===== src/rtl/sc1_uart_pkg.sv =====
// Shared definitions for the UART transmit arbiter: FSM encoding and lock timeout.
// Latency: n/a (types and constants only).
// Backpressure: n/a.
package sc1_uart_pkg;

   // Arbiter FSM states.
   typedef enum logic [1:0] {
      ST_IDLE      = 2'd0,
      ST_START     = 2'd1,
      ST_WAIT_BUSY = 2'd2,
      ST_WAIT_DONE = 2'd3
   } arb_state_e;

   // Idle cycles a locked owner may sit without a byte before its lock is revoked.
   localparam int LOCK_TIMEOUT_DEFAULT = 4096;

   // The lock timeout counter is never narrower than this.
   localparam int LOCK_CNT_MIN_W = 12;

   // Width of a counter able to hold values up to and including timeout.
   function automatic int lock_cnt_width(input int timeout);
      int w;
      w = $clog2(timeout + 1);
      return (w > LOCK_CNT_MIN_W) ? w : LOCK_CNT_MIN_W;
   endfunction

endpackage


===== src/rtl/uart_tx_arbiter.sv =====
// Two-requester round-robin arbiter with packet lock in front of a UART transmitter.
// Latency: byte accepted in IDLE, tx_start one cycle later; accept-to-accept >= 4 cycles + busy time.
// Backpressure: reqN_ready high for one IDLE cycle per accepted byte; inputs ignored outside IDLE.
module uart_tx_arbiter
   import sc1_uart_pkg::*;
#(
   parameter int WIDTH_DATA   = 8,
   parameter int LOCK_TIMEOUT = LOCK_TIMEOUT_DEFAULT
) (
   input  logic                  clk,
   input  logic                  reset_n,
   input  logic                  req0_valid,
   input  logic [WIDTH_DATA-1:0] req0_data,
   input  logic                  req0_last,
   output logic                  req0_ready,
   input  logic                  req1_valid,
   input  logic [WIDTH_DATA-1:0] req1_data,
   input  logic                  req1_last,
   output logic                  req1_ready,
   output logic                  tx_start,
   output logic [WIDTH_DATA-1:0] tx_data,
   input  logic                  tx_busy,
   output logic                  grant,
   output logic                  locked
);

   localparam int CNT_W = lock_cnt_width(LOCK_TIMEOUT);

   arb_state_e            state_q, state_d;
   logic                  grant_q, grant_d;
   logic                  locked_q, locked_d;
   logic [WIDTH_DATA-1:0] data_q, data_d;
   logic [CNT_W-1:0]      tmo_q, tmo_d;
   logic                  miss_q, miss_d;

   logic                  pick_vld;
   logic                  pick_idx;
   logic                  pick_last;
   logic [WIDTH_DATA-1:0] pick_data;
   logic                  owner_vld;
   logic                  accept;

   // Round-robin pick: a locked owner is the only candidate; otherwise the
   // requester not granted last wins a tie.
   always_comb begin
      pick_vld = 1'b0;
      pick_idx = grant_q;
      if (locked_q) begin
         pick_idx = grant_q;
         pick_vld = grant_q ? req1_valid : req0_valid;
      end else if (req0_valid && req1_valid) begin
         pick_idx = ~grant_q;
         pick_vld = 1'b1;
      end else if (req0_valid) begin
         pick_idx = 1'b0;
         pick_vld = 1'b1;
      end else if (req1_valid) begin
         pick_idx = 1'b1;
         pick_vld = 1'b1;
      end
      pick_data = pick_idx ? req1_data : req0_data;
      pick_last = pick_idx ? req1_last : req0_last;
   end

   assign owner_vld = grant_q ? req1_valid : req0_valid;

   // No accept can complete while reset is held, so ready must not claim one.
   assign accept     = (state_q == ST_IDLE) && pick_vld && reset_n;
   assign req0_ready = accept && !pick_idx;
   assign req1_ready = accept &&  pick_idx;

   assign tx_data = data_q;
   assign grant   = grant_q;
   assign locked  = locked_q;

   // Next-state, captured byte, lock and timeout bookkeeping.
   always_comb begin
      state_d  = state_q;
      grant_d  = grant_q;
      locked_d = locked_q;
      data_d   = data_q;
      tmo_d    = tmo_q;
      miss_d   = miss_q;
      tx_start = 1'b0;

      if (!locked_q) begin
         tmo_d = '0;
      end

      case (state_q)
         ST_IDLE: begin
            if (accept) begin
               data_d   = pick_data;
               grant_d  = pick_idx;
               locked_d = ~pick_last;
               tmo_d    = '0;
               state_d  = ST_START;
            end else if (locked_q && !owner_vld) begin
               if (tmo_q == CNT_W'(LOCK_TIMEOUT - 1)) begin
                  // Revoke the lock. grant keeps the stale owner, which hands
                  // round-robin preference to the other requester.
                  locked_d = 1'b0;
                  tmo_d    = '0;
               end else begin
                  tmo_d = tmo_q + CNT_W'(1);
               end
            end
         end

         ST_START: begin
            tx_start = 1'b1;
            miss_d   = 1'b0;
            state_d  = ST_WAIT_BUSY;
         end

         ST_WAIT_BUSY: begin
            // Give the transmitter two cycles to raise busy; if it never does,
            // assume it missed or already finished the frame.
            if (tx_busy || miss_q) begin
               state_d = ST_WAIT_DONE;
            end else begin
               miss_d = 1'b1;
            end
         end

         ST_WAIT_DONE: begin
            if (!tx_busy) begin
               state_d = ST_IDLE;
            end
         end

         default: begin
            state_d = ST_IDLE;
         end
      endcase
   end

   // State registers; grant resets to 1 so requester 0 has first priority.
   always_ff @(posedge clk or negedge reset_n) begin
      if (!reset_n) begin
         state_q  <= ST_IDLE;
         grant_q  <= 1'b1;
         locked_q <= 1'b0;
         data_q   <= '0;
         tmo_q    <= '0;
         miss_q   <= 1'b0;
      end else begin
         state_q  <= state_d;
         grant_q  <= grant_d;
         locked_q <= locked_d;
         data_q   <= data_d;
         tmo_q    <= tmo_d;
         miss_q   <= miss_d;
      end
   end

endmodule


===== config.mk =====
export PLATFORM = sky130hd
export DESIGN_NAME = uart_tx_arbiter
export DESIGN_NICKNAME = d
export VERILOG_FILES = /design/src/rtl/sc1_uart_pkg.sv /design/src/rtl/uart_tx_arbiter.sv
export SDC_FILE = /design/constraint.sdc
export NUM_CORES = 1
export LEC_CHECK = 0
export BUFFER_PORTS_ARGS = -buffer_cell sky130_fd_sc_hd__buf_2
export CORE_MARGIN = 2
export CORE_UTILIZATION = 52
export DETAILED_ROUTE_END_ITERATION = 10
export PLACE_DENSITY_LB_ADDON = 0.1
export SYNTH_ARGS = -nofsm -noshare
export SYNTH_HDL_FRONTEND = slang
export SYNTH_SLANG_ARGS = --single-unit
export TNS_END_PERCENT = 5

===== constraint.sdc =====
create_clock -name clk -period 2.3 [get_ports clk]
set_input_delay 0.23 -clock clk [delete_from_list [all_inputs] [get_ports clk]]
set_output_delay 0.23 -clock clk [all_outputs]
set_load 0.05 [all_outputs]

==> run metrics, run 1 <==
run status complete, no violations; grt ovf 0; async set or reset register ratio after synthesis 100%; internal power 0.986 mW; Pleak 0.872 nW; Design Power 1.88 mW; Yosys reg bits 26; Sequential Power Share 36.6%; share of cells above drive strength 1 31.1%; Core Box Area 2730 um^2; vias in the first global route 1206; Worst-Skew Late Latency 0.32 ns; syn_area_per_cell 10.3 um^2; initial antenna violation count 0; GRT Total Usage 21.0%; pin count of the biggest net entering global routing 16; endpoints failing hold 0; Post-DP Area 1710 um^2; # fillers 227; critical path's largest stage delay 0.43 ns; Fin Setup TNS 0 ns; sw frac 47.7%; postcts setup bufs 0; routed vias/inst 5.99; NetSw 0.898 mW; CP max-delay cell dfrtp_1; Clock H-tree levels 1; Post-Syn Instances 143; crit-path max FO 8; worst-path cell chain inv_1, ha_1, nand3_1, a211oi_1, buf_2; I/O pin cnt 36; VDD IR-drop max 869 uV; WHS 0.113 ns; post-route DRC violation count 0; transition time of the tightest slew-check pin 0.489 ns; port bufs 35; CTS Buf Count 3; CP Launch Point state_q[0]$_DFFE_PN0P_; initial core utilization 53.9%; post-synthesis sequential area ratio 44.2%; Cell Count, Final, Fillers Out 214; PnR worst setup slack 0.125 ns; Chip Height 57.2 um; clock tree sinks 26; Setup CP Type reg2out; PD cells 1080 nW/um^2; most common cell after layout, fill and taps aside buf_2; HP Class in2reg; via count 1282; Final setup viols 0; drt wl/cell 14.7 um; CP arrival 1.94 ns; Core Util, Final 63.9%; Syn Std Cell Area 1470 um^2; post-synth net total 171; max-slew violations 0; TritonRoute pass-1 iters 4; final net count 212; fin area 1750 um^2; MaxCap Viol Count 0; Diodes inserted 0; first-pass GRT wire length 5.45 mm; Final Cycle Share 94.6%; FMAX 0.460 GHz; warning count from the yosys run 0; CTS tree yes; Setup crit start kind flop; Gate power share 52.9%; Setup WS pre-CTS 0.306 ns; Final ANT Viol Nets 0; RSZ-0062 raised after global routing false; CP endpoint kind primary output; clock-pin slew on the worst setup and hold paths 0.13 ns; DRT Wirelength 3.16 mm; area delta synth->final 18.6%; Hold Crit Start tx_busy; initial detailed-routing violation count 85; CTS max path bufs 2; R2R Path Start grant$_DFFE_PN1P_; min cycle time layout 2.17 ns; DP Wirelength 2.38 mm; CP required 2.07 ns; synth unique cells 44; cell count after placement 209; Post-synth EDFFs 0; Placer Congestion 0.830; Clock Skew 0.00472 ns; Slew headroom 67.2%; DIE AREA 3280 um^2; Root Buffer clkbuf_4; Core Rows 19; clock power share 10.6%; commonest cells after routing, fill and taps aside buf_2 (35), dfrtp_1 (25), nor2b_1 (10); Primary FF master, synth dfrtp_1; die width 57.2 um
## synthesized netlist by cell type (all sizes together), types with 4 or more instances
library cell	number	share of area, %
nor2	6	1.5
dfrtp	25	42
a21oi	4	1.4
clkbuf	5	1.3
or3	4	1.9
nor4	4	2.7
nand3	6	2.4
o21ai	5	1.7
nor3	5	1.7
a221o	9	6.1
nor2b	10	4.2
a22o	5	3.1
nand2	7	1.8
ha	5	4.2
inv	8	2.0
## sequential cells by signal (all words and copies together) (netlist names)
register / count
tx_data: 8
tmo_q: 13
state_q: 2
miss_q: 1
grant: 1
locked: 1
## kinds of logic (layout without fill, tap and decap cells)
family          count (synthesis)  after routing  share of synthesized area [%]
simple gates                   53             53                           22.8
flops                          26             26                           44.2
buf+inv                        14             54                           3.65
xor+xnor                        1              1                          0.594
compound gates                 39             39                           21.0
fa+ha+maj                       5              5                           4.24
mux                             5              5                           3.57
## power by group through the flow
stage	combinational, mW	sequential (mW)	clock (mW)
final	0.996	0.689	0.199
after global routing	1.07	0.707	0.221
after CTS	0.998	0.688	0.209
after detailed placement	0.992	0.696	0
after global placement	0.977	0.683	0
after floorplan	0.499	0.954	0
## layout make-up
cell class                 instances  area, um^2  share of cell area, %
multi-input combinational        103         771                   44.1
sequential                        26         652                   37.3
timing repair buffer              42         230                   13.2
tap                               31        38.8                   2.22
inverter                           8        30.0                   1.72
clock buffer                       4        26.3                   1.50
## critical path: cells and delay by family (launching register included)
family	cells	cell delay, ns
flops	1	0.43
fa+ha+maj	1	0.30
simple gates	1	0.11
compound gates	1	0.34
buf+inv	2	0.45
## per-layer routing
layer,up-vias,GRT usage (%),part of all wire [%]
met4,0,4.98,0.73
li1,622,-,-
met5,-,0,0
met1,627,29.1,48
met2,29,35.6,48
met3,4,2.04,3.0
## final timing paths
| path | to | slack (ns) | cells after the start |
|---|---|---|---|
| worst min-delay path | miss_q$_DFFE_PN0P_ | 0.11 | 2 |
| worst min register to register | miss_q$_DFFE_PN0P_ | 0.55 | 2 |
| max in group asynchronous | grant$_DFFE_PN1P_ | 1.54 | 3 |
| worst max register to register | locked$_DFFE_PN0P_ | 0.31 | 4 |
| worst max-delay path | req0_ready | 0.13 | 5 |
| min in group asynchronous | tmo_q[8]$_DFF_PN0_ | 0.28 | 2 |
## repair_timing
| item | in CTS | in global routing |
|---|---|---|
| hold buffers | 1 | 0 |
| resized for setup | 0 | 0 |
| setup endpoints to repair | 0 | 0 |
| hold endpoints to repair | 14 | 0 |
(Power assumes the default switching activity.)
==> inputs of run 2 (changes only) <==
- BUFFER_PORTS_ARGS: -buffer_cell sky130_fd_sc_hd__buf_2 -> default
- CORE_UTILIZATION: 52 -> 60
- DONT_BUFFER_PORTS: default -> 1
- GPL_TIMING_DRIVEN: default -> 0
==> run metrics, run 2 (same netlist as run 1, synthesis figures left out) <==
DRT Wirelength 3.19 mm (+1.1%); via count 1201 (-6.3%); I/O pin cnt 36 (unchanged); Core Box Area 2280 um^2 (-17%); vias in the first global route 1263 (+4.7%); DP Wirelength 2.34 mm (-1.7%); Final Cycle Share 94.9% (+0.38 points); min cycle time layout 2.18 ns (+0.00883 ns); max reg flops 13 (unchanged); GRT Total Usage 25.1% (+4.2 points); initial antenna violation count 0 (unchanged); CTS Buf Count 3 (unchanged); port bufs 0 (-100%); Diodes inserted 0 (unchanged); clock tree sinks 26 (unchanged); post-route DRC violation count 0 (unchanged); PD cells 1160 nW/um^2 (+7.7%); Worst R2R End tmo_q[7]$_DFF_PN0_; Worst Hold End tx_data[2]$_DFFE_PN0P_; Placer Congestion 0.783 (-5.7%); initial detailed-routing violation count 31 (-64%); drt wl/cell 17.9 um (+22%); Clock H-tree levels 1 (unchanged); Worst Hold Depth 1 (-1); reg2reg setup slack 0.12 ns (-0.19 ns); max-slew violations 0 (unchanged); MaxCap Viol Count 0 (unchanged); Worst-Skew Late Latency 0.33 ns (about the same); Core Util, Final 70.4% (+6.5 points); DIE AREA 2870 um^2 (-12%); pin count of the biggest net entering global routing 27 (+11); FF-to-FF path depth 5 (+1); CP arrival 2.41 ns (+0.47 ns); # fillers 175 (-23%); final net count 179 (-16%); CTS max path bufs 2 (unchanged); TritonRoute pass-1 iters 4 (unchanged); VDD IR-drop max 1270 uV (+47%); Slew headroom 64.9% (-2.3 points); transition time of the tightest slew-check pin 0.525 ns (+0.0366 ns); Hold Crit Start req1_data[2]; CTS tree yes; Setup crit start kind flop; crit-path max FO 7 (-1); Setup CP Type reg2reg; Core Rows 17 (-2); FMAX 0.458 GHz (-0.40%); RSZ-0062 raised after global routing false; initial core utilization 64.8% (+11 points); grt ovf 0 (unchanged); die width 53.6 um (-6.4%); area delta synth->final 8.74%; R2R Path Start grant$_DFFE_PN1P_; clock-pin slew on the worst setup and hold paths 0.15 ns (+0.02 ns); WHS 0.0266 ns (-0.0861 ns); Chip Height 53.6 um (-6.4%); share of cells above drive strength 1 14.7% (-16 points); routed vias/inst 6.75 (+13%); most common cell after layout, fill and taps aside dfrtp_1; commonest cells after routing, fill and taps aside dfrtp_1 (24), nor2b_1 (10), a221o_1 (9); run status complete, no violations; first-pass GRT wire length 5.13 mm (-6.0%); endpoints failing hold 0 (unchanged); Clock Skew 0.0107 ns (+0.00602 ns); Pleak 0.733 nW (-16%); most flop-heavy register tmo_q; CP endpoint kind flop; postcts setup bufs 0 (unchanged); Root Buffer clkbuf_4; Final ANT Viol Nets 0 (unchanged); CP required 2.53 ns (+0.46 ns); Final setup viols 0 (unchanged); HP Class in2reg
-- run 2: changes by cell type in the layout (fill, tap and decap cells not counted), sizes merged --
cell,before,now
clkbuf,4,8
dlygate4sd3,1,2
buf,41,3
-- run 2: worst max-delay path: stages, from the launching register on --
cell      delay [ns]
dfstp_4         0.77
mux2i_1         0.34
o21ai_1         0.24
and2_1          0.23
clkbuf_1        0.18
a211o_1         0.32
-- run 2: timing repair --
item	4_1_cts	5_1_grt
setup endpoints to repair	10	15
hold buffers	3	0
hold endpoints to repair	27	0
gates resized for setup	2	7
pin swaps	0	0
-- run 2: final cells by class --
cell class                      instances  area (um^2)  share of cell area (%)
Clock buffer                            4         36.3                    2.26
Multi-Input combinational cell        103          776                    48.4
Timing Repair Buffer                    3         40.0                    2.50
Tap cell                               28         35.0                    2.19
Buffer                                  6         28.8                    1.80
Inverter                                8         30.0                    1.87
Sequential cell                        26          657                    41.0
-- run 2: metal layers --
layer | GRT usage [%] | wire length (um) | vias to the layer above
li1 | - | - | 555
met1 | 27.9 | 1310 | 581
met2 | 46.3 | 1580 | 56
met3 | 6.11 | 234 | 9
met4 | 8.97 | 68 | 0
met5 | 0 | 0 | -
-- run 2: metrics by stage --
stage	power (mW)	instances	TNS [ns]	instance area [um^2]	worst slack (ns)
after floorplan	1.45	143	0	1480	0.228
final	1.86	178	0	1600	0.116
after CTS	1.85	178	0	1590	0.0566
after global placement	1.54	171	0	1510	0.0499
after global routing	1.97	178	0	1600	0.0240
after detailed placement	1.59	171	-0.0260	1510	-0.0159
-- run 2: power by group --
group	internal, mW	switching, mW	total (mW)
combinational	0.270	0.365	0.635
sequential	0.584	0.402	0.986
clock	0.0970	0.143	0.240
total	0.951	0.909	1.86
-- run 2: worst max-delay path by stage --
stage                                       from                endpoint  slack, ns  cells past startpoint
after floorplan               locked$_DFFE_PN0P_  tx_data[0]$_DFFE_PN0P_       0.23                      4
after global placement        locked$_DFFE_PN0P_  tx_data[4]$_DFFE_PN0P_       0.05                      4
after detailed placement      locked$_DFFE_PN0P_  tx_data[1]$_DFFE_PN0P_      -0.02                      4
after CTS                     locked$_DFFE_PN0P_              req0_ready       0.06                      3
after global routing      state_q[0]$_DFFE_PN0P_              req0_ready       0.02                      5
final                          grant$_DFFE_PN1P_      tmo_q[7]$_DFF_PN0_       0.12                      5
